<file path="config.mk">
export PLATFORM = sky130hd
export DESIGN_NAME = sens_transmitter_flat
export DESIGN_NICKNAME = d
export VERILOG_FILES = /design/src/rtl/sens_transmitter_pkg.sv /design/src/rtl/sens_transmitter_if.sv /design/src/rtl/sens_transmitter_uart_tx.sv /design/src/rtl/sens_transmitter.sv /design/src/flat_wrapper.sv
export SDC_FILE = /design/constraint.sdc
export NUM_CORES = 1
export LEC_CHECK = 0
export CORE_ASPECT_RATIO = 1.2
export CORE_MARGIN = 4
export CORE_UTILIZATION = 34
export CTS_BUF_LIST = sky130_fd_sc_hd__clkbuf_4 sky130_fd_sc_hd__clkbuf_8
export CTS_CLUSTER_DIAMETER = 30
export DETAILED_ROUTE_END_ITERATION = 10
export GPL_ROUTABILITY_DRIVEN = 0
export MAX_ROUTING_LAYER = met4
export PLACE_DENSITY = 0.55
export SLEW_MARGIN = 25
export SYNTH_ARGS = -nofsm -noshare
export SYNTH_HDL_FRONTEND = slang
export SYNTH_HIERARCHICAL = 1
export SYNTH_SLANG_ARGS = --single-unit
</file>
<file path="constraint.sdc">
create_clock -name clk_in_i -period 3.2 [get_ports clk_in_i]
set_clock_uncertainty 0.05 [all_clocks]
set_input_delay 0.64 -clock clk_in_i [delete_from_list [all_inputs] [get_ports clk_in_i]]
set_output_delay 0.64 -clock clk_in_i [all_outputs]
set_load 0.05 [all_outputs]
</file>
<file path="src/rtl/sens_transmitter_pkg.sv">
// sens_transmitter_pkg: constants and types shared by the sensor transmit and receive paths
package sens_transmitter_pkg;
  localparam int DEF_OVERSAMPLE = 16;
  localparam int DEF_SAT_MAX = 99;
  localparam logic [7:0] ASCII_R = 8'd82;
  localparam logic [7:0] ASCII_CR = 8'd13;
  localparam logic [7:0] ASCII_ZERO = 8'd48;
  typedef enum logic [1:0] {SEQ_IDLE, SEQ_LOAD, SEQ_SEND} seq_state_e;
  typedef enum logic [1:0] {TX_IDLE, TX_START, TX_DATA, TX_STOP} tx_state_e;
  // compare chain instead of a divider: {tens, units} of a value 0..99
  function automatic logic [7:0] split_digits(logic [6:0] s);
    logic [3:0] t;
    t = 4'd0;
    for (int i = 1; i <= 9; i++) if (s >= 7'(10 * i)) t = 4'(i);
    return {t, 4'(s - 7'(t) * 7'd10)};
  endfunction
endpackage

</file>
<file path="src/rtl/sens_transmitter_if.sv">
// sens_transmitter_if: request/status/serial-line bundle of the sensor transmitter
interface sens_transmitter_if;
  logic [15:0] sens_data_i;
  logic sens_send_i;
  logic sens_busy_o;
  logic sens_done_o;
  logic sens_out_o;
  modport master (output sens_data_i, sens_send_i, input sens_busy_o, sens_done_o, sens_out_o);
  modport slave (input sens_data_i, sens_send_i, output sens_busy_o, sens_done_o, sens_out_o);
endinterface

</file>
<file path="src/rtl/sens_transmitter_uart_tx.sv">
// sens_uart_tx: 8N1 LSB-first byte serialiser on a non-inverted line, timed by a 16x clock enable
module sens_uart_tx
  import sens_transmitter_pkg::*;
#(
  parameter int OVERSAMPLE = DEF_OVERSAMPLE
) (
  input  logic       clk,
  input  logic       rst,
  input  logic       clk_en_i,
  input  logic       start_i,
  input  logic [7:0] byte_i,
  output logic       busy_o,
  output logic       done_o,
  output logic       tx_o
);
  localparam int CW = $clog2(OVERSAMPLE);
  tx_state_e state_q;
  logic [CW-1:0] tick_q;
  logic [2:0] bit_q;
  logic [7:0] sh_q;
  logic tx_q, done_q, bit_end;
  assign bit_end = clk_en_i && tick_q == CW'(OVERSAMPLE - 1);
  assign busy_o = state_q != TX_IDLE;
  assign done_o = done_q;
  assign tx_o = tx_q;
  always_ff @(posedge clk) begin
    if (rst) begin
      state_q <= TX_IDLE;
      tick_q <= '0;
      bit_q <= '0;
      sh_q <= '0;
      tx_q <= 1'b1;
      done_q <= 1'b0;
    end else begin
      done_q <= 1'b0;
      if (clk_en_i && state_q != TX_IDLE) tick_q <= bit_end ? '0 : tick_q + 1'b1;
      case (state_q)
        TX_IDLE: if (start_i) begin
          state_q <= TX_START;
          sh_q <= byte_i;
          tick_q <= '0;
          tx_q <= 1'b0;
        end
        TX_START: if (bit_end) begin
          state_q <= TX_DATA;
          bit_q <= '0;
          tx_q <= sh_q[0];
        end
        TX_DATA: if (bit_end) begin
          sh_q <= sh_q >> 1;
          bit_q <= bit_q + 1'b1;
          tx_q <= bit_q == 3'd7 ? 1'b1 : sh_q[1];
          state_q <= bit_q == 3'd7 ? TX_STOP : TX_DATA;
        end
        TX_STOP: if (bit_end) begin
          state_q <= TX_IDLE;
          done_q <= 1'b1;
        end
        default: state_q <= TX_IDLE;
      endcase
    end
  end
endmodule

</file>
<file path="src/rtl/sens_transmitter.sv">
// sens_transmitter: serialises 'R', tens, units, CR for a saturated distance on an inverted 8N1 line
module sens_transmitter
  import sens_transmitter_pkg::*;
#(
  parameter int OVERSAMPLE = DEF_OVERSAMPLE,
  parameter int SAT_MAX = DEF_SAT_MAX
) (
  input logic clk_in_i,
  input logic reset_i,
  input logic clk_en_i,
  sens_transmitter_if.slave bus
);
  seq_state_e state_q;
  logic [1:0] idx_q;
  logic [3:0] tens_q, units_q;
  logic busy_q, done_q;
  logic [6:0] sat;
  logic [7:0] digits, tx_byte;
  logic accept, tx_busy, tx_done, tx_line;
  assign sat = bus.sens_data_i > 16'(SAT_MAX) ? 7'(SAT_MAX) : bus.sens_data_i[6:0];
  assign digits = split_digits(sat);
  // a request in the done cycle is dropped so the next frame starts a cycle after busy falls
  assign accept = bus.sens_send_i && !busy_q && !done_q;
  assign tx_byte = idx_q == 2'd0 ? ASCII_R :
                   idx_q == 2'd1 ? ASCII_ZERO + {4'd0, tens_q} :
                   idx_q == 2'd2 ? ASCII_ZERO + {4'd0, units_q} : ASCII_CR;
  assign bus.sens_busy_o = busy_q;
  assign bus.sens_done_o = done_q;
  assign bus.sens_out_o = ~tx_line;
  always_ff @(posedge clk_in_i) begin
    if (reset_i) begin
      state_q <= SEQ_IDLE;
      idx_q <= '0;
      tens_q <= '0;
      units_q <= '0;
      busy_q <= 1'b0;
      done_q <= 1'b0;
    end else begin
      done_q <= 1'b0;
      case (state_q)
        SEQ_IDLE: if (accept) begin
          state_q <= SEQ_LOAD;
          busy_q <= 1'b1;
          idx_q <= '0;
          {tens_q, units_q} <= digits;
        end
        SEQ_LOAD: if (!tx_busy) state_q <= SEQ_SEND;
        SEQ_SEND: if (tx_done) begin
          idx_q <= idx_q + 1'b1;
          state_q <= idx_q == 2'd3 ? SEQ_IDLE : SEQ_LOAD;
          busy_q <= idx_q != 2'd3;
          done_q <= idx_q == 2'd3;
        end
        default: state_q <= SEQ_IDLE;
      endcase
    end
  end
  sens_uart_tx #(.OVERSAMPLE(OVERSAMPLE)) u_tx (
    .clk(clk_in_i),
    .rst(reset_i),
    .clk_en_i(clk_en_i),
    .start_i(state_q == SEQ_LOAD && !tx_busy),
    .byte_i(tx_byte),
    .busy_o(tx_busy),
    .done_o(tx_done),
    .tx_o(tx_line)
  );
endmodule
</file>
<file path="src/flat_wrapper.sv">
// flat-port wrapper written by rule: the top's interface ports become plain ports
module sens_transmitter_flat import sens_transmitter_pkg::*;
#(
  parameter int OVERSAMPLE = DEF_OVERSAMPLE,
  parameter int SAT_MAX = DEF_SAT_MAX
)
  (clk_in_i, reset_i, clk_en_i, bus_sens_data_i, bus_sens_send_i, bus_sens_busy_o, bus_sens_done_o, bus_sens_out_o);
  sens_transmitter_if bus_i ();
  input logic clk_in_i;
  input logic reset_i;
  input logic clk_en_i;
  input wire logic [$bits(bus_i.sens_data_i)-1:0] bus_sens_data_i;
  input wire logic [$bits(bus_i.sens_send_i)-1:0] bus_sens_send_i;
  output wire logic [$bits(bus_i.sens_busy_o)-1:0] bus_sens_busy_o;
  output wire logic [$bits(bus_i.sens_done_o)-1:0] bus_sens_done_o;
  output wire logic [$bits(bus_i.sens_out_o)-1:0] bus_sens_out_o;
  assign bus_i.sens_data_i = bus_sens_data_i;
  assign bus_i.sens_send_i = bus_sens_send_i;
  assign bus_sens_busy_o = bus_i.sens_busy_o;
  assign bus_sens_done_o = bus_i.sens_done_o;
  assign bus_sens_out_o = bus_i.sens_out_o;
  sens_transmitter #(.OVERSAMPLE(OVERSAMPLE), .SAT_MAX(SAT_MAX)) u_core (.clk_in_i(clk_in_i), .reset_i(reset_i), .clk_en_i(clk_en_i), .bus(bus_i));
endmodule
</file>
==> results.txt <==
----------------------------------------------------
[Outcome]
  Outcome ... complete, no violations

[Synth]
  Post-Syn Instances ... 253
  Post-Synthesis Mean Instance Area ... 8.145 sq um
  Count of flip-flops with a built-in enable after synthesis ... 0
  FFs w/ async S/R, synth ... 0%
  Count of distinct cell types in the synthesized netlist ... 51
  Seq cells post-synth ... 33
  Most frequently used flop master after synthesis ... dfxtp_1
  Count of yosys warnings during synthesis ... 6
  Synth Net Count ... 287
  Post-synthesis cell area ... 2061 sq um
  Proportion of synthesized chip area in sequential cells ... 32.06%

[Flow run]
  Number of max-cap violations ... 0

[Detailed routing]
  Number of design-rule violations left by the first detailed-router iteration ... 71
  Via count normalized by instance count ... 4.992
  WL/cell ... 12.25 um
  Overall via count from detail_route ... 1802
  DRC violation count after routing ... 0
  Number of nets with antenna violations after detailed routing ... 0
  Total met3 wirelength after detailed routing ... 68 um
  Top Metal Used ... met4
  Met2 WL post-DR ... 2256 um
  WL final ... 4423 um
  Sum of routed wire segments on met1 ... 2043 um
  Drt first pass iters ... 4

[Clocking]
  CTS Hold Buffers Added ... 0
  Total setup buffers inserted after CTS ... 0
  # H-tree levels ... 2
  Reg clk slew, reported paths ... 60 ps
  Buffer levels on the longest clock path ... 2
  Clock tree from TritonCTS ... built
  Library cell used as clock root buffer ... clkbuf_8
  Worst skew pair latency ... 280 ps
  CTS Sinks ... 33
  Number of clock buffers inserted by TritonCTS ... 5
  Resize count post-CTS ... 0

[Global route]
  Global router's overall resource usage ... 13.11%
  Global route total overflow ... 0
  Pin count of the biggest net entering global routing ... 18
  Via count of the first global-routing pass ... 1716
  Number of antenna violations at the first check in global routing ... 0
  Global-route wire length before repair ... 7624 um

[Timing]
  Final critical path time including I/O delays and setup ... 2978 ps
  Worst-margin pin slew ... 615.3 ps
  Unrepaired setup endpoints after global routing ... false
  Final hold violation count ... 0
  Final critical-path share of the clock period ... 93.07%
  Normalized max-slew margin ... 58.85%
  Final count of pins violating max slew ... 0
  Final Hold Slack ... 405.1 ps
  Achievable clock frequency ... 335.8 MHz
  Number of setup violations in the final report ... 0

[Worst hold path]
  Kind of path behind the tightest hold check ... reg -> reg
  Hold Crit Endpoint ... u_core/tens_q[2]$_SDFFE_PP0P_
  Startpoint of the tightest hold check path ... u_core/tens_q[2]$_SDFFE_PP0P_
  Cell depth of the worst hold path ... 2

[Worst setup path]
  Worst Setup End Kind ... flip-flop
  Most numerous cell on the critical path ... or3_1
  Crit-path slowest cell ... clkdlybuf4s50_1
  Delay of the slowest cell on the worst path ... 460 ps
  Crit Reg-Reg Startpoint ... u_core/u_tx/state_q[0]$_SDFFE_PP0P_
  R2R depth ... 8
  Category of the critical setup timing path ... in -> reg
  Data arrival, critical path ... 3100 ps
  Endpoint of the lowest-slack register-to-register path ... u_core/u_tx/sh_q[5]$_SDFFE_PP0P_
  Critical path's top delay family ... simple AND/OR/NAND/NOR gates
  Worst Path Max Fanout ... 4
  Required time of the worst setup path ... 3330 ps
  Flop2flop setup slack ... 910 ps
  Cell breakdown of the critical path ... clkdlybuf4s50_1 -> nor2b_1 -> or3_1 -> o211ai_1 -> o21a_1 -> nand2_1 -> ha_1 -> fa_1 -> or3_1 -> a41o_1
  Nature of the critical path startpoint ... input port
  Buffering stage count on the worst path with inverters included ... 1

[Layout]
  Antenna cell count ... 0
  Area growth from synthesis to layout ... 21.13%
  Fraction of final layout cells sized beyond drive strength 1 ... 12.10%
  Commonest non-fill, non-tap cells in the layout ... 41 x nor2_1, 33 x dfxtp_1, 22 x clkdlybuf4s50_1
  Filler cell count ... 605
  Most common cell after layout, fill and taps aside ... nor2_1
  # nets final ... 314
  Final core utilization ... 43.18%

[Die]
  Initial Util ... 35.65%
  Die width ... 79.07 um
  Die Outline Area ... 7376 sq um
  Placement row count ... 30
  Io pins ... 23
  Placeable core region ... 5781 sq um
  Die boundary height ... 93.28 um

[Power]
  Static Leakage ... 0.9640 nW
  Max VDD drop ... 0.0002274 V
  P per Cell Area ... 545.6 nW/um^2

[Placed design]
  Number of I/O port buffers ... 22
  Half-perimeter wire length of the detailed placement result ... 3366 um

----------------------------------------------------
[worst min-delay path, stage by stage, from the launching register on]
cell     delay [ps]
dfxtp_1         310
nand2_1          50
a21oi_1          50
[worst max path at each step]
stage	startpoint	to	slack, ps	cells past startpoint
2_1_floorplan	bus_sens_data_i[1]	u_core/units_q[3]$_SDFFE_PP0P_	360	10
5_1_grt	bus_sens_data_i[4]	u_core/units_q[3]$_SDFFE_PP0P_	60	10
3_5_place_dp	bus_sens_data_i[4]	u_core/units_q[3]$_SDFFE_PP0P_	-80	10
3_3_place_gp	bus_sens_data_i[4]	u_core/units_q[3]$_SDFFE_PP0P_	-40	10
4_1_cts	bus_sens_data_i[4]	u_core/units_q[3]$_SDFFE_PP0P_	200	10
6_report	bus_sens_data_i[4]	u_core/units_q[3]$_SDFFE_PP0P_	220	10
[synthesized netlist by cell type (7+ instances only)]
master	count	area share (%)
a21oi_1	16	3.9
nor2_1	41	7.5
a211oi_1	7	2.6
ha_1	13	7.9
mux2i_1	10	4.9
nand2_1	16	2.9
nor2b_1	7	2.1
clkbuf_1	7	1.3
inv_1	12	2.2
nand3_1	7	1.7
o21ai_0	14	3.4
dfxtp_1	33	32
[registers in the layout (all words and copies together) (netlist names), 2 cells and up]
name	flops
u_core/tens_q	4
u_core/u_tx/tick_q	4
u_core/idx_q	2
u_core/u_tx/sh_q	8
u_core/u_tx/bit_q	3
u_core/state_q	2
u_core/units_q	4
u_core/u_tx/state_q	2
[layout make-up]
type / instances / area (sq um) / area share [%]
clock buffer: 6 / 76.32 / 3.058
inverter: 12 / 45.04 / 1.805
clock inverter: 2 / 10.01 / 0.4010
multi-input combinational: 191 / 1271 / 50.93
tap: 80 / 100.1 / 4.010
timing repair buffer: 37 / 332.8 / 13.33
sequential: 33 / 660.6 / 26.47
[where the power goes]
part | switching, mW | leakage, nW | internal [mW]
logic | 0.295 | 0.646 | 0.223
registers | 0.0496 | 0.269 | 0.487
clock network | 0.149 | 0.0484 | 0.159
[kinds of logic (layout without fill, tap and decap cells)]
logic type                 Yosys count  count (layout)  share of synthesized area (%)
muxes                               10              10                          4.858
xor gates and xnor gates             1               1                         0.4251
adders and majority gates           14              14                          8.865
buffers and inverters               29              57                          6.254
DFF                                 33              33                          32.06
and+or+nand+nor                    101             101                          25.02
AOI/OAI and AO/OA                   64              64                          22.34
other                                1               1                         0.1820
[stage by stage]
step	setup TNS (ps)	std cells	power, mW	instance area (sq um)	worst slack (ps)
5_1_grt	0	361	1.470	2496	55.02
4_1_cts	0	361	1.381	2496	201.9
2_1_floorplan	0	253	0.9533	2061	358.7
3_5_place_dp	-84.29	353	1.066	2410	-84.29
3_3_place_gp	-36.32	353	1.059	2410	-36.32
6_report	0	361	1.362	2496	221.6
[layer usage]
layer	vias to the layer above	track usage [%]
met5	-	-
met4	0	6.017
met3	4	1.734
met2	16	23.10
met1	840	14.61
li1	942	-
No activity file was read; power rests on OpenSTA's default activity.
